==> src/rtl/snake_pkg.sv <==
// snake_pkg: shared defaults and scan-engine state encoding for the snake
// body FIFO family.
//   SNAKE_DATA_W   default segment word width (packed x/y coordinate)
//   SNAKE_ADDR_W   default pointer width, queue depth is 2**ADDR_W
//   SNAKE_INIT_LEN default number of segments preloaded at reset
//   scan_state_t   occupancy-scan FSM states
package snake_pkg;

  localparam int SNAKE_DATA_W   = 8;
  localparam int SNAKE_ADDR_W   = 7;
  localparam int SNAKE_INIT_LEN = 3;

  typedef enum logic [1:0] {
    S_IDLE = 2'd0,
    S_SCAN = 2'd1,
    S_DONE = 2'd2
  } scan_state_t;

endpackage

==> src/rtl/snake_body_scanner.sv <==
// snake_body_scanner: walks the live body one entry per cycle looking for a
// coordinate (self-collision check).
//   clk, aclr     clock, asynchronous active-high reset
//   scan_start    start request, ignored while busy
//   scan_key      coordinate to search for
//   head_ptr      current read pointer of the FIFO (oldest segment)
//   live_count    current occupancy of the FIFO
//   scan_addr     address presented to the FIFO's scan read port
//   scan_data     memory word at scan_addr (combinational)
//   scan_busy     high while the engine is not idle
//   scan_done     one-cycle pulse, scan_hit valid
//   scan_hit      key found, held until the next scan_done
module snake_body_scanner
  import snake_pkg::*;
#(
  parameter int DATA_W = SNAKE_DATA_W,
  parameter int ADDR_W = SNAKE_ADDR_W
) (
  input  logic              clk,
  input  logic              aclr,
  input  logic              scan_start,
  input  logic [DATA_W-1:0] scan_key,
  input  logic [ADDR_W-1:0] head_ptr,
  input  logic [ADDR_W:0]   live_count,
  output logic [ADDR_W-1:0] scan_addr,
  input  logic [DATA_W-1:0] scan_data,
  output logic              scan_busy,
  output logic              scan_done,
  output logic              scan_hit
);

  localparam logic [ADDR_W-1:0] IDX_ONE = ADDR_W'(1);
  localparam logic [ADDR_W:0]   REM_ONE = (ADDR_W+1)'(1);

  scan_state_t       state, state_nx;
  logic [DATA_W-1:0] key_q, key_nx;
  logic [ADDR_W-1:0] idx_q, idx_nx;
  logic [ADDR_W:0]   rem_q, rem_nx;
  logic              hit_q, hit_nx;
  logic              match;

  assign match = (scan_data == key_q);

  always_comb begin
    state_nx = state;
    key_nx   = key_q;
    idx_nx   = idx_q;
    rem_nx   = rem_q;
    hit_nx   = hit_q;
    case (state)
      S_IDLE: begin
        if (scan_start) begin
          key_nx = scan_key;
          idx_nx = head_ptr;
          // The scan length is frozen here; pushes and pops that happen
          // while scanning do not extend or shorten it.
          rem_nx = live_count;
          if (live_count == '0) begin
            hit_nx   = 1'b0;
            state_nx = S_DONE;
          end else begin
            state_nx = S_SCAN;
          end
        end
      end
      S_SCAN: begin
        idx_nx = idx_q + IDX_ONE;
        rem_nx = rem_q - REM_ONE;
        if (match || rem_q == REM_ONE) begin
          hit_nx   = match;
          state_nx = S_DONE;
        end
      end
      S_DONE:  state_nx = S_IDLE;
      default: state_nx = S_IDLE;
    endcase
  end

  always_ff @(posedge clk or posedge aclr) begin
    if (aclr) begin
      state <= S_IDLE;
      hit_q <= 1'b0;
    end else begin
      state <= state_nx;
      hit_q <= hit_nx;
    end
  end

  // Key and walk counters are only meaningful while scanning.
  always_ff @(posedge clk) begin
    key_q <= key_nx;
    idx_q <= idx_nx;
    rem_q <= rem_nx;
  end

  assign scan_addr = idx_q;
  assign scan_busy = (state != S_IDLE);
  assign scan_done = (state == S_DONE);
  assign scan_hit  = hit_q;

endmodule

==> src/rtl/snake_body_fifo.sv <==
// snake_body_fifo: circular queue of snake body segment coordinates with
// independent push (new head) and pop (tail), occupancy status, sticky
// error flags and a built-in occupancy scan engine.
//   clk, aclr            clock, asynchronous active-high reset
//   rdenable             pop request
//   wrenable, datain     push request and data
//   dataout, dout_valid  registered popped word and its one-cycle strobe
//   full, empty, count   occupancy status
//   ovf_err, udf_err     sticky: rejected push / rejected pop
//   scan_start, scan_key start a search of the live body for scan_key
//   scan_busy, scan_done, scan_hit  scan engine status and result
module snake_body_fifo
  import snake_pkg::*;
#(
  parameter int DATA_W   = SNAKE_DATA_W,
  parameter int ADDR_W   = SNAKE_ADDR_W,
  parameter int INIT_LEN = SNAKE_INIT_LEN
) (
  input  logic              clk,
  input  logic              aclr,
  input  logic              rdenable,
  input  logic              wrenable,
  input  logic [DATA_W-1:0] datain,
  output logic [DATA_W-1:0] dataout,
  output logic              dout_valid,
  output logic              full,
  output logic              empty,
  output logic [ADDR_W:0]   count,
  output logic              ovf_err,
  output logic              udf_err,
  input  logic              scan_start,
  input  logic [DATA_W-1:0] scan_key,
  output logic              scan_busy,
  output logic              scan_done,
  output logic              scan_hit
);

  localparam int                DEPTH    = 2 ** ADDR_W;
  localparam logic [ADDR_W:0]   CNT_INIT = (ADDR_W+1)'(INIT_LEN);
  localparam logic [ADDR_W:0]   CNT_FULL = (ADDR_W+1)'(DEPTH);
  localparam logic [ADDR_W:0]   CNT_ONE  = (ADDR_W+1)'(1);
  localparam logic [ADDR_W-1:0] WR_INIT  = ADDR_W'(INIT_LEN % DEPTH);
  localparam logic [ADDR_W-1:0] PTR_ONE  = ADDR_W'(1);

  logic [DATA_W-1:0] mem [DEPTH];
  logic [ADDR_W-1:0] rdptr, wrptr;
  logic [ADDR_W:0]   count_q;
  logic              pop_ok, push_ok;
  logic [ADDR_W-1:0] scan_addr;
  logic [DATA_W-1:0] scan_data;

  assign empty = (count_q == '0);
  assign full  = (count_q == CNT_FULL);
  assign count = count_q;

  // A full queue still takes a push when the tail leaves in the same cycle;
  // an empty queue never bypasses a push straight to dataout.
  assign pop_ok  = rdenable && !empty;
  assign push_ok = wrenable && (!full || pop_ok);

  always_ff @(posedge clk or posedge aclr) begin
    if (aclr) begin
      for (int i = 0; i < DEPTH; i++) begin
        mem[i] <= (i < INIT_LEN) ? DATA_W'(i) : '0;
      end
    end else if (push_ok) begin
      mem[wrptr] <= datain;
    end
  end

  always_ff @(posedge clk or posedge aclr) begin
    if (aclr) begin
      rdptr      <= '0;
      wrptr      <= WR_INIT;
      count_q    <= CNT_INIT;
      dataout    <= '0;
      dout_valid <= 1'b0;
      ovf_err    <= 1'b0;
      udf_err    <= 1'b0;
    end else begin
      dout_valid <= pop_ok;
      if (pop_ok) begin
        dataout <= mem[rdptr];
        rdptr   <= rdptr + PTR_ONE;
      end
      if (push_ok) begin
        wrptr <= wrptr + PTR_ONE;
      end
      case ({push_ok, pop_ok})
        2'b10:   count_q <= count_q + CNT_ONE;
        2'b01:   count_q <= count_q - CNT_ONE;
        default: count_q <= count_q;
      endcase
      if (wrenable && !push_ok) begin
        ovf_err <= 1'b1;
      end
      if (rdenable && !pop_ok) begin
        udf_err <= 1'b1;
      end
    end
  end

  assign scan_data = mem[scan_addr];

  snake_body_scanner #(
    .DATA_W (DATA_W),
    .ADDR_W (ADDR_W)
  ) u_scanner (
    .clk        (clk),
    .aclr       (aclr),
    .scan_start (scan_start),
    .scan_key   (scan_key),
    .head_ptr   (rdptr),
    .live_count (count_q),
    .scan_addr  (scan_addr),
    .scan_data  (scan_data),
    .scan_busy  (scan_busy),
    .scan_done  (scan_done),
    .scan_hit   (scan_hit)
  );

endmodule

==> config.mk <==
export PLATFORM = sky130hd
export DESIGN_NAME = snake_body_fifo
export DESIGN_NICKNAME = d
export VERILOG_FILES = /design/src/rtl/snake_pkg.sv /design/src/rtl/snake_body_scanner.sv /design/src/rtl/snake_body_fifo.sv
export SDC_FILE = /design/constraint.sdc
export NUM_CORES = 2
export LEC_CHECK = 0
export ABC_CLOCK_PERIOD_IN_PS = 50300
export CORE_ASPECT_RATIO = 1.5
export CORE_UTILIZATION = 45
export DETAILED_ROUTE_END_ITERATION = 6
export PLACE_DENSITY_LB_ADDON = 0.1
export SLEW_MARGIN = 20
export SYNTH_ARGS = -nofsm -noshare
export SYNTH_HDL_FRONTEND = slang
export SYNTH_SLANG_ARGS = --single-unit
==> constraint.sdc <==
create_clock -name clk -period 50.3 [get_ports clk]
set_clock_uncertainty 0.15 [all_clocks]
set_input_delay 5.03 -clock clk [delete_from_list [all_inputs] [get_ports clk]]
set_output_delay 5.03 -clock clk [all_outputs]
set_load 0.005 [all_outputs]
==> qor.yml <==
final_layout_size_suffix_gt1_share_pct: 40.7
async_reset_ff_share_pct: 97.9
core_mm2: 0.130
power_switching_mw: 1.49
worstSkewPairLatency_ns: 0.75
synth.area.top_cells: "dfrtp_1 (45%), mux2_2 (21%), mux4_2 (12%), mux2i_1 (6.7%), nand2_1 (1.5%)"
die_area_mm2: 0.132
ant_nets: 0
crit_arrival_ns: 8.87
ys.flop_type: "dfrtp_1"
clock_power_share_pct: 24.7
place_congestion: 0.930
outcome: "finished, final reports clean"
num_vias: 39578
criticalPathCategory: "in -> async"
pwr-share-comb_pct: 42.7
cts_buffers: 110
drc: 0
grt_pass1_wl_um: 302000
cts_tree: "yes"
num-fill-cells: 11430
initial_core_util_pct: 45.3
rr_endpoint: "u_scanner.state[0]"
worstHoldStart: "ovf_err"
p_seq_share_pct: 32.6
rows: 162
maxCapViolations: 0
rrSetupSlack_ns: 43.94
clock_sinks: 1083
power_switching_share_pct: 41.6
power_density_mw_per_mm2: 55.5
internal_power_mw: 2.08
worstHoldEndpoint: "ovf_err"
cts_buffer_depth: 3
synth_top_cell_by_area: "dfrtp_1"
peakVddDrop_mv: 0.0445
worst_pin_slew_ns: 1.18
final-hold-violation-count: 0
track_usage_pct: 31.8
ys_seq_area_share_pct: 46.3
cp.required_ns: 50.88
place_hpwl_um: 138000
grt_pass1_vias: 40094
ios: 45
r2r-start: "u_scanner.scan_addr[0]"
synth_edf_count: 23
worstHoldPathType: "reg -> reg"
synth_top_area_share_pct: 44.9
cts-root-buf: "clkbuf_16"
synth.avg_cell_area_um2: 13.4
syn_nets: 4413
drtIter0Drc: 3576
die_h_um: 445
rsz0062_at_grt: "no"
finalSetupViolCount: 0
post-route-period-util_pct: 16.5
rr_worst_depth: 11
cts_htree_levels: 3
worst_setup_path_start_kind: "input port"
clk_pin_slew_ns: 0.06
fmax_mhz: 121
drv_slew: 0
die_x_um: 297
overflow: 0
area_growth_pct: 9.50
critPathMaxFanout: 127
drtPass1Iterations: 7
period_minus_slack_ns: 8.29
syn-cell-area_mm2: 0.0588
grt_max_degree: 150
yosys_register_bits: 1083
antenna_found_initial: 4
tns_ns: 0
cts-resized-gates: 0
power_mw: 3.57
cts_setup_buffers: 0
vias_per_cell: 6.50
end_kind: "async pin"
synthCells: 4383
ys_warn_count: 0
wire_per_inst_um: 34.3
hold_path_depth: 1
slew-limit-headroom_pct: 21.4
drt-total-wl_um: 209000
holdBufCountCts: 0
p_leak_nw: 29.1
fin_nets: 4301
io_buffers: 44
ys_types: 68
## logic make-up (layout without fill, tap and decap cells)
logic type,count (synthesis),after routing,synth area share (%)
other cells,0,4,0
xor+xnor,40,40,0.596
compound gates,563,563,6.11
flops,1083,1083,46.3
fa+ha+maj,9,9,0.192
mux,1793,1793,39.6
buf+inv,373,356,2.99
simple gates,522,522,4.24
## stage by stage
step                      cell area, um2  util, %  hold slack, ns  worst slack (ns)  instances
after global placement             60500     46.6           0.290             41.13       5881
after CTS                          64300     49.6           0.310             41.90       6088
after floorplan                    58800        -           0.301             15.29       4383
after global routing               64300     49.6           0.346             41.53       6089
final                              64300     49.6           0.308             42.01       6092
after detailed placement           60500     46.6           0.295             41.10       5881
## per-layer routing
metal / vias to the layer above / track usage, % / wire length (um)
li1: 16446 / - / -
met1: 21261 / 39.4 / 80900
met2: 1402 / 52.0 / 100000
met3: 465 / 5.02 / 12200
met4: 4 / 20.3 / 15400
met5: - / 0 / 27
## sequential cells by signal, summed over array words and instances, names as in the netlist
name,cells
u_scanner.key_q,8
u_scanner.scan_addr,7
dout_valid,1
rdptr,7
wrptr,7
dataout,8
mem,1024
udf_err,1
u_scanner.rem_q,8
u_scanner.state,2
count,8
ovf_err,1
u_scanner.scan_hit,1
## worst max path at each step
stage,startpoint,endpoint,slack (ns),depth (start not counted)
final,aclr,mem[303],42.01,5
after global routing,aclr,mem[303],41.53,5
after CTS,aclr,mem[303],41.90,5
after detailed placement,aclr,mem[1003],41.10,5
after global placement,rdenable,count[7],41.13,14
after floorplan,aclr,count[2],15.29,1
## cell usage after synthesis (all sizes together) (10+ instances only)
| library cell | count |
|---|---|
| a211oi | 35 |
| a21oi | 150 |
| a22o | 11 |
| a22oi | 63 |
| a31oi | 14 |
| and2 | 10 |
| buf | 143 |
| clkbuf | 216 |
| dfrtp | 1054 |
| edfxtp | 23 |
| inv | 12 |
| mux2 | 1083 |
| mux2i | 396 |
| mux4 | 314 |
| nand2 | 233 |
| nand2b | 18 |
| nand3 | 28 |
| nand4 | 12 |
| nor2 | 126 |
| nor2b | 20 |
| nor3 | 39 |
| o21ai | 104 |
| o221ai | 59 |
| o22ai | 93 |
| xnor2 | 19 |
| xor2 | 21 |
## area by class of cell
type	instances	area, um2	share of cell area [%]
Antenna cell	4	10.0	0.0156
Timing Repair Buffer	135	1190	1.85
Clock buffer	162	3270	5.08
Sequential cell	1083	27200	42.3
Tap cell	1722	2150	3.35
Inverter	14	60.1	0.0933
Clock inverter	45	569	0.885
Multi-Input combinational cell	2927	29900	46.4
## cells in the final DEF (no fill, tap or decap), types with 27 or more instances in the layout
| master | instances |
|---|---|
| buf_4 | 92 |
| nor2_2 | 66 |
| o21ai_0 | 98 |
| clkbuf_8 | 32 |
| mux2i_1 | 396 |
| o22ai_1 | 93 |
| mux2_2 | 1083 |
| clkbuf_16 | 110 |
| nand3_1 | 27 |
| mux4_2 | 310 |
| o221ai_1 | 59 |
| a22oi_1 | 63 |
| a211oi_1 | 35 |
| nand2_1 | 230 |
| nor2_1 | 59 |
| clkdlybuf4s50_1 | 36 |
| dfrtp_1 | 1049 |
| nor3_1 | 38 |
| a21oi_1 | 150 |
## power by group through the flow
| stage | Combinational, mW | Sequential, mW | Clock (mW) |
|---|---|---|---|
| after floorplan | 0.979 | 1.10 | 0 |
| after global placement | 1.49 | 1.17 | 0 |
| after detailed placement | 1.50 | 1.17 | 0 |
| after CTS | 1.50 | 1.16 | 0.897 |
| after global routing | 1.56 | 1.18 | 0.929 |
| final | 1.52 | 1.16 | 0.883 |
## critical path: stages
cell             delay (ns)
clkdlybuf4s50_1        0.49
inv_8                  0.67
buf_4                  0.75
buf_4                  0.82
buf_4                  0.86
(Power assumes the default switching activity.)
